### config.mk
export PLATFORM = sky130hd
export DESIGN_NAME = aexm_ifetch
export DESIGN_NICKNAME = d
export VERILOG_FILES = /design/src/rtl/aexm_ifetch.sv
export SDC_FILE = /design/constraint.sdc
export NUM_CORES = 1
export LEC_CHECK = 0
export ABC_AREA = 1
export BUFFER_PORTS_ARGS = -buffer_cell sky130_fd_sc_hd__buf_2
export CAP_MARGIN = 5
export CORE_ASPECT_RATIO = 1.75
export CORE_MARGIN = 2
export CORE_UTILIZATION = 45
export CTS_CLUSTER_DIAMETER = 40
export DETAILED_ROUTE_END_ITERATION = 10
export GPL_ROUTABILITY_DRIVEN = 0
export PLACE_DENSITY_LB_ADDON = 0.1
export SYNTH_ARGS = -nofsm -noshare
export SYNTH_HDL_FRONTEND = slang
export SYNTH_SLANG_ARGS = --single-unit
export TNS_END_PERCENT = 5
### constraint.sdc
create_clock -name gclk -period 8.27 [get_ports gclk]
set_input_delay 2.0675 -clock gclk [delete_from_list [all_inputs] [get_ports gclk]]
set_output_delay 2.0675 -clock gclk [all_outputs]
set_load 0.005 [all_outputs]
### src/rtl/aexm_ifetch.sv
// aexm_ifetch: instruction fetch/prefetch unit.
// Keeps the fetch PC and issues one word read at a time over a req/ack
// handshake. Returned words are queued in a small FIFO whose head, with its
// PC, feeds the decode stage. A branch flushes the FIFO and restarts fetch.
// Optional bus-error handling is enabled by defining AEXM_IFETCH_BUSERR_EN.
module aexm_ifetch #(
  parameter int          DEPTH    = 4,
  parameter logic [31:0] RESET_PC = 32'h00000000
) (
  input  logic        gclk,
  input  logic        grst,
  input  logic        d_en,
  input  logic        br_en,
  input  logic [31:0] br_adr,
  output logic        if_req,
  output logic [31:0] if_adr,
  input  logic        if_ack,
  input  logic [31:0] if_dat,
`ifdef AEXM_IFETCH_BUSERR_EN
  input  logic        if_err,
`endif
  output logic [31:0] aexm_icache_datai,
  output logic        ins_vld,
  output logic [31:0] rPC,
  output logic        fBUSY
);
  localparam int          AW       = $clog2(DEPTH);
  localparam logic [31:0] NOP_WORD = 32'h88000000;
  localparam logic [31:0] ERR_WORD = 32'hBA2D0008;

  typedef enum logic [1:0] {IDLE = 2'd0, REQ = 2'd1, DISCARD = 2'd2} state_t;

  state_t        state_reg, state_next;
  logic [31:0]   fetch_pc_reg;
  logic [31:0]   if_adr_reg;
  logic [AW-1:0] wr_ptr_reg, rd_ptr_reg;
  logic [AW:0]   count_reg;
  logic [31:0]   mem_data [DEPTH];
  logic [31:0]   mem_pc   [DEPTH];

  logic [31:0]   br_pc;
  logic [31:0]   push_data;
  logic          push, pop, issue, fault, halted, has_space;
  logic          unused_br;

  // Word-aligned redirect target; the low address bits carry no meaning.
  assign br_pc     = {br_adr[31:2], 2'b00};
  assign unused_br = ^br_adr[1:0];
  // count only reaches DEPTH (a power of two) when full, so its MSB is "full".
  assign has_space = ~count_reg[AW];

`ifdef AEXM_IFETCH_BUSERR_EN
  logic halted_reg;

  assign fault  = if_err;
  assign halted = halted_reg;

  // A faulting fetch parks the unit until the next redirect.
  always_ff @(posedge gclk) begin
    if (!grst) begin
      halted_reg <= 1'b0;
    end else if (br_en) begin
      halted_reg <= 1'b0;
    end else if (push && fault) begin
      halted_reg <= 1'b1;
    end
  end
`else
  assign fault  = 1'b0;
  assign halted = 1'b0;
`endif

  // State register.
  always_ff @(posedge gclk) begin
    if (!grst) begin
      state_reg <= IDLE;
    end else begin
      state_reg <= state_next;
    end
  end

  // Next-state logic: one request in flight; a redirect mid-request waits out the ack.
  always_comb begin
    state_next = state_reg;
    case (state_reg)
      IDLE:    if (!br_en && !halted && has_space) state_next = REQ;
      REQ:     if (if_ack) state_next = IDLE;
               else if (br_en) state_next = DISCARD;
      DISCARD: if (if_ack) state_next = IDLE;
      default: state_next = IDLE;
    endcase
  end

  // Outputs and datapath strobes; a redirect overrides both push and pop.
  always_comb begin
    if_req            = (state_reg == REQ) || (state_reg == DISCARD);
    fBUSY             = if_req;
    if_adr            = if_adr_reg;
    ins_vld           = (count_reg != '0);
    aexm_icache_datai = ins_vld ? mem_data[rd_ptr_reg] : NOP_WORD;
    rPC               = ins_vld ? mem_pc[rd_ptr_reg] : fetch_pc_reg;
    push              = (state_reg == REQ) && if_ack && !br_en;
    pop               = d_en && ins_vld && !br_en;
    issue             = (state_reg == IDLE) && (state_next == REQ);
    push_data         = fault ? ERR_WORD : if_dat;
  end

  // Fetch PC and the latched request address.
  always_ff @(posedge gclk) begin
    if (!grst) begin
      fetch_pc_reg <= RESET_PC;
      if_adr_reg   <= RESET_PC;
    end else begin
      if (br_en) begin
        fetch_pc_reg <= br_pc;
      end else if (push && !fault) begin
        fetch_pc_reg <= fetch_pc_reg + 32'd4;
      end
      if (issue) begin
        if_adr_reg <= fetch_pc_reg;
      end
    end
  end

  // FIFO pointers and occupancy; a redirect empties the queue.
  always_ff @(posedge gclk) begin
    if (!grst) begin
      wr_ptr_reg <= '0;
      rd_ptr_reg <= '0;
      count_reg  <= '0;
    end else if (br_en) begin
      wr_ptr_reg <= '0;
      rd_ptr_reg <= '0;
      count_reg  <= '0;
    end else begin
      if (push) wr_ptr_reg <= wr_ptr_reg + 1'b1;
      if (pop)  rd_ptr_reg <= rd_ptr_reg + 1'b1;
      case ({push, pop})
        2'b10:   count_reg <= count_reg + 1'b1;
        2'b01:   count_reg <= count_reg - 1'b1;
        default: count_reg <= count_reg;
      endcase
    end
  end

  // FIFO storage: returned word and the address it was fetched from.
  always_ff @(posedge gclk) begin
    if (push) begin
      mem_data[wr_ptr_reg] <= push_data;
      mem_pc[wr_ptr_reg]   <= if_adr_reg;
    end
  end
endmodule

After elaboration in Yosys (flattened, before gate mapping)
Memories as Yosys holds them, arrays and structs flattened. A register that Yosys moved wholly into a read port is not among the register bits.
Cells that the tools add are included.
{ "totals": {"ram_bits": 256, "word_cells": 50, "reg_bits": 73, "mem_count": 2} }
{ "op_classes": {"reduce_logical": 13, "n_addsub": 5, "eq_ne": 5, "muxes": 16, "n_bitwise": 2} }
{ "mem_list": {"columns": ["memory", "depth", "word_bits", "rd", "rd_ports_with_merged_regs", "wr", "line_no", "rtl"], "rows": [
  ["mem_data", 4, 32, 1, 1, 1, "38", "logic [31:0] mem_data [DEPTH];"],
  ["mem_pc", 4, 32, 1, 1, 1, "39", "logic [31:0] mem_pc [DEPTH];"]
]} }
{ "ops": {"columns": ["op", "count"], "rows": [
  ["32-bit two-way mux", 4],
  ["32-bit by 3-bit adder with 32-bit output, second input constant", 1],
  ["2-bit two-way mux", 8],
  ["2-bit by 1-bit equality test with 1-bit output, second input constant", 3],
  ["1-bit logical AND", 6],
  ["2-bit one-hot mux with 3 select lines", 1],
  ["3-bit one-hot mux with 2 select lines", 1],
  ["2-bit by 1-bit adder with 2-bit output, second input constant", 2],
  ["2-bit equality test, second input constant", 2],
  ["2-bit nonzero test", 2],
  ["3-bit by 1-bit adder with 3-bit output, second input constant", 1],
  ["3-bit nonzero test", 1],
  ["3-bit by 1-bit subtractor with 3-bit output, second input constant", 1],
  ["2-bit logical NOT", 1],
  ["1-bit two-way mux", 2],
  ["1-bit NOT", 2],
  ["2-bit OR reduction", 1],
  ["1-bit logical NOT", 1],
  ["1-bit logical OR", 1]
]} }

Depth between registers and ports, before layout
{ "depth": {"word_depth": 6, "depth_mapped": 12} }

Least setup slack after synthesis
OpenSTA, ideal clock, no wires.
{ "synth_path": {"path_kind": "input-to-reg", "startpoint": "input br_en", "endpoint": "memory mem_data[0][0], enable pin", "setup_ns": 0.482, "slack_ns": 2.566, "n_path_buf": 1, "stages": 4, "arrival_time_ns": 5.221, "cell_sequence": "buf_4 -> nor2_2 -> clkinv_1 -> nor2_1"} }
{ "synth_between": {"elab_chain_cells": 4} }
{ "synth_lines": {"columns": ["item", "line_no", "rtl"], "rows": [
  ["start: declaration", "13", "input logic br_en,"],
  ["1-bit logical NOT", "102", "push = (state_reg == REQ) && if_ack && !br_en;"],
  ["1-bit logical AND", "102", null],
  ["1-bit two-way mux", "148", "if (push) begin"],
  ["1-bit two-way mux (not written as such)", "149", "mem_data[wr_ptr_reg] <= push_data;"],
  ["end: declaration", "38", null]
]} }
No other way between the ends.

==> impl_metrics.json <==
{
  "drt-total-wl_um": 36000,
  "critical_path_class": "reg2out",
  "syn_area_per_cell_um2": 10.2,
  "async_flop_share_pct": 0,
  "cts_root_buf": "clkbuf_16",
  "drt_iter0_drc": 596,
  "grt_pass1_vias": 9657,
  "dr.pass1.iters": 6,
  "clock_power_share_pct": 41.5,
  "critPathMostFrequentCell": "o21ai_0",
  "fmax_mhz": 173,
  "clockBufferDepth": 3,
  "synth_cell_types": 36,
  "yosysTopAreaCell": "edfxtp_1",
  "path_cells": "clkinv_2, buf_4, o21ai_0, o22ai_1, nand2_1, o21ai_0, buf_2",
  "peakVddDrop_mv": 0.181,
  "drive_gt1_share_pct": 17.4,
  "slew_headroom_pct": 28.5,
  "grt_max_degree": 78,
  "detailed_place_hpwl_um": 21800,
  "slowest_delay_ns": 0.93,
  "largest_reg_flops": 128,
  "holdBufCountCts": 0,
  "io_pins": 168,
  "yosysMostFrequentCell": "nor2_1",
  "netSwitchingFraction_pct": 23.0,
  "fin_skew_ns": 0.0104,
  "path_max_fanout": 77,
  "yosys_most_used_dff": "edfxtp_1",
  "start_kind": "register",
  "syn-cell-area_um2": 13400,
  "hold_class": "reg2reg",
  "fin_hold_ws_ns": 0.464,
  "leakagePower_nw": 5.76,
  "grtUsageTotal_pct": 22.7,
  "critPathArrivalTime_ns": 3.70,
  "synth_common_cells": "nor2_1 (254), edfxtp_1 (248), nand2_1 (179)",
  "dpl_cell_area_um2": 14600,
  "regMostFlops": "mem_data",
  "rows": 83,
  "diodes": 0,
  "cts_sinks": 319,
  "cap_violations": 0,
  "reg_top3": "mem_data x128, mem_pc x120",
  "dpl.cell_count": 1797,
  "synth_edf_count": 248,
  "dieWidth_um": 135,
  "slowest_stage": "clkinv_2",
  "synthTopCellsByArea": "edfxtp_1 (55%), dfxtp_1 (11%), nor2_1 (7.1%)",
  "synth.top_cell.area_share_pct": 55.4,
  "fp.dieArea_um2": 31300,
  "comb_power_share_pct": 5.6,
  "initial_core_util_pct": 45.7,
  "yosysSeqAreaShare_pct": 66.0,
  "htreeDepth": 1,
  "antenna_found_initial": 0,
  "cts_tree": "built",
  "path_clk_slew_ns": 0.07,
  "cts_setup_buffers": 0,
  "finalSetupViolCount": 0,
  "status": "completed",
  "crit_family": "buffers and inverters",
  "syn_inst": 1313,
  "fill_cells": 2676,
  "tightest_slew_ns": 1.07,
  "fin_cells": 1854,
  "hold_violations": 0,
  "fin_area_um2": 15600,
  "fin_crit_sh_pct": 69.7,
  "drv_slew": 0,
  "die_y_um": 233,
  "cp.required_ns": 6.20,
  "fin_crit_ns": 5.77,
  "p_sw_w": 0.000773,
  "crit_path_end_kind": "output pin",
  "numCtsBuffers": 31,
  "grt_pass1_wl_um": 54200,
  "clk_latency_ns": 0.57,
  "drc_errors": 0,
  "postRouteAntennaNets": 0,
  "portBuffers": 161,
  "avgRoutedWirePerCell_um": 19.4,
  "worst-path-buf-inv": 3,
  "p_int_w": 0.00259,
  "coreArea_um2": 29400,
  "yosysWarnings": 0,
  "grt_setup_unrepaired": "false",
  "cts_resized": 0,
  "p_per_area_nw_per_um2": 216,
  "vias_per_cell": 5.41,
  "area_growth_pct": 15.9,
  "overflow": 0,
  "ys_ff_latch": 319,
  "vias": 10000,
  "fin_nets": 1528,
  "pwr-share-seq_pct": 52.9,
  "finalSetupTns_ns": 0
}
through the flow:
stage	total power, W	util [%]	setup slack [ns]
global route	0.00346	53.0	2.19
detailed placement	0.00200	49.5	3.06
global placement	0.00200	49.5	3.11
floorplan	0.00191	-	2.57
CTS	0.00339	53.0	2.46
finish	0.00336	53.0	2.50
cells by family after synthesis:
logic type	share of synthesized area [%]
simple gates	15.4
flops	66.0
compound gates	12.3
buf+inv	4.54
fa+ha+maj	1.08
xor+xnor	0.652
other cells	0.0279
path summary, 6_finish.rpt:
path,slack [ns],to,cells past startpoint,startpoint
max reg2reg,5.21,mem_pc[2][28]$_DFFE_PP_,7,state_reg[1]$_SDFF_PN0_
min,0.46,register,2,rd_ptr_reg[1]$_SDFFE_PP0P_
min reg2reg,0.46,register,2,rd_ptr_reg[1]$_SDFFE_PP0P_
max,2.50,rPC[28],7,register
worst register-to-register path, delay by kind of cell, from the launching register on:
family	cells	cell delay, ns
AND/OR/NAND/NOR	3	1.27
adder cells (fa/ha/maj)	1	0.20
buffers and inverters	3	0.92
flip-flops	1	0.33
final cells by class:
type / count / area [um^2] / share of cell area [%]
Timing Repair Buffer: 178 / 933 / 5.99
Multi-Input combinational cell: 851 / 4020 / 25.8
Inverter: 67 / 253 / 1.62
Clock buffer: 39 / 856 / 5.49
Clock inverter: 18 / 164 / 1.05
Tap cell: 382 / 478 / 3.07
Sequential cell: 319 / 8870 / 57.0
layer usage:
metal	GRT usage, %	vias up	wire (um)
li1	-	4820	-
met1	26.6	4853	14000
met2	41.7	280	18900
met3	2.64	73	1700
met4	9.34	0	1370
met5	0	-	0
layout by cell type (no fill, tap or decap), types with 2 or more instances in the layout:
| cell type | count |
|---|---|
| clkbuf_16 | 31 |
| clkbuf_8 | 5 |
| clkinv_2 | 4 |
| dfxtp_1 | 69 |
| o21ai_0 | 174 |
| o311ai_0 | 2 |
| buf_4 | 17 |
| a21oi_1 | 91 |
| nor2_1 | 249 |
| conb_1 | 4 |
| ha_1 | 10 |
| nor3_1 | 5 |
| clkbuf_1 | 3 |
| inv_2 | 4 |
| nand3_1 | 25 |
| nand4_1 | 31 |
| xor2_1 | 9 |
| nand2_2 | 2 |
| inv_6 | 2 |
| nor2_4 | 6 |
| a31oi_1 | 13 |
| o22ai_1 | 25 |
| clkinv_4 | 3 |
| nand2_1 | 179 |
| buf_2 | 161 |
| nor2_2 | 7 |
| inv_8 | 3 |
| o21ai_1 | 8 |
| inv_1 | 60 |
| edfxtp_1 | 248 |
| clkinv_1 | 5 |
power by group through the flow:
stage	Combinational (W)	Sequential [W]	Clock, W
4_1_cts	0.000188	0.00178	0.00142
3_5_place_dp	0.000187	0.00181	0
3_3_place_gp	0.000185	0.00181	0
6_report	0.000187	0.00178	0.00140
2_1_floorplan	0.000102	0.00180	0
5_1_grt	0.000207	0.00178	0.00148
No activity file was read; power rests on OpenSTA's default activity.
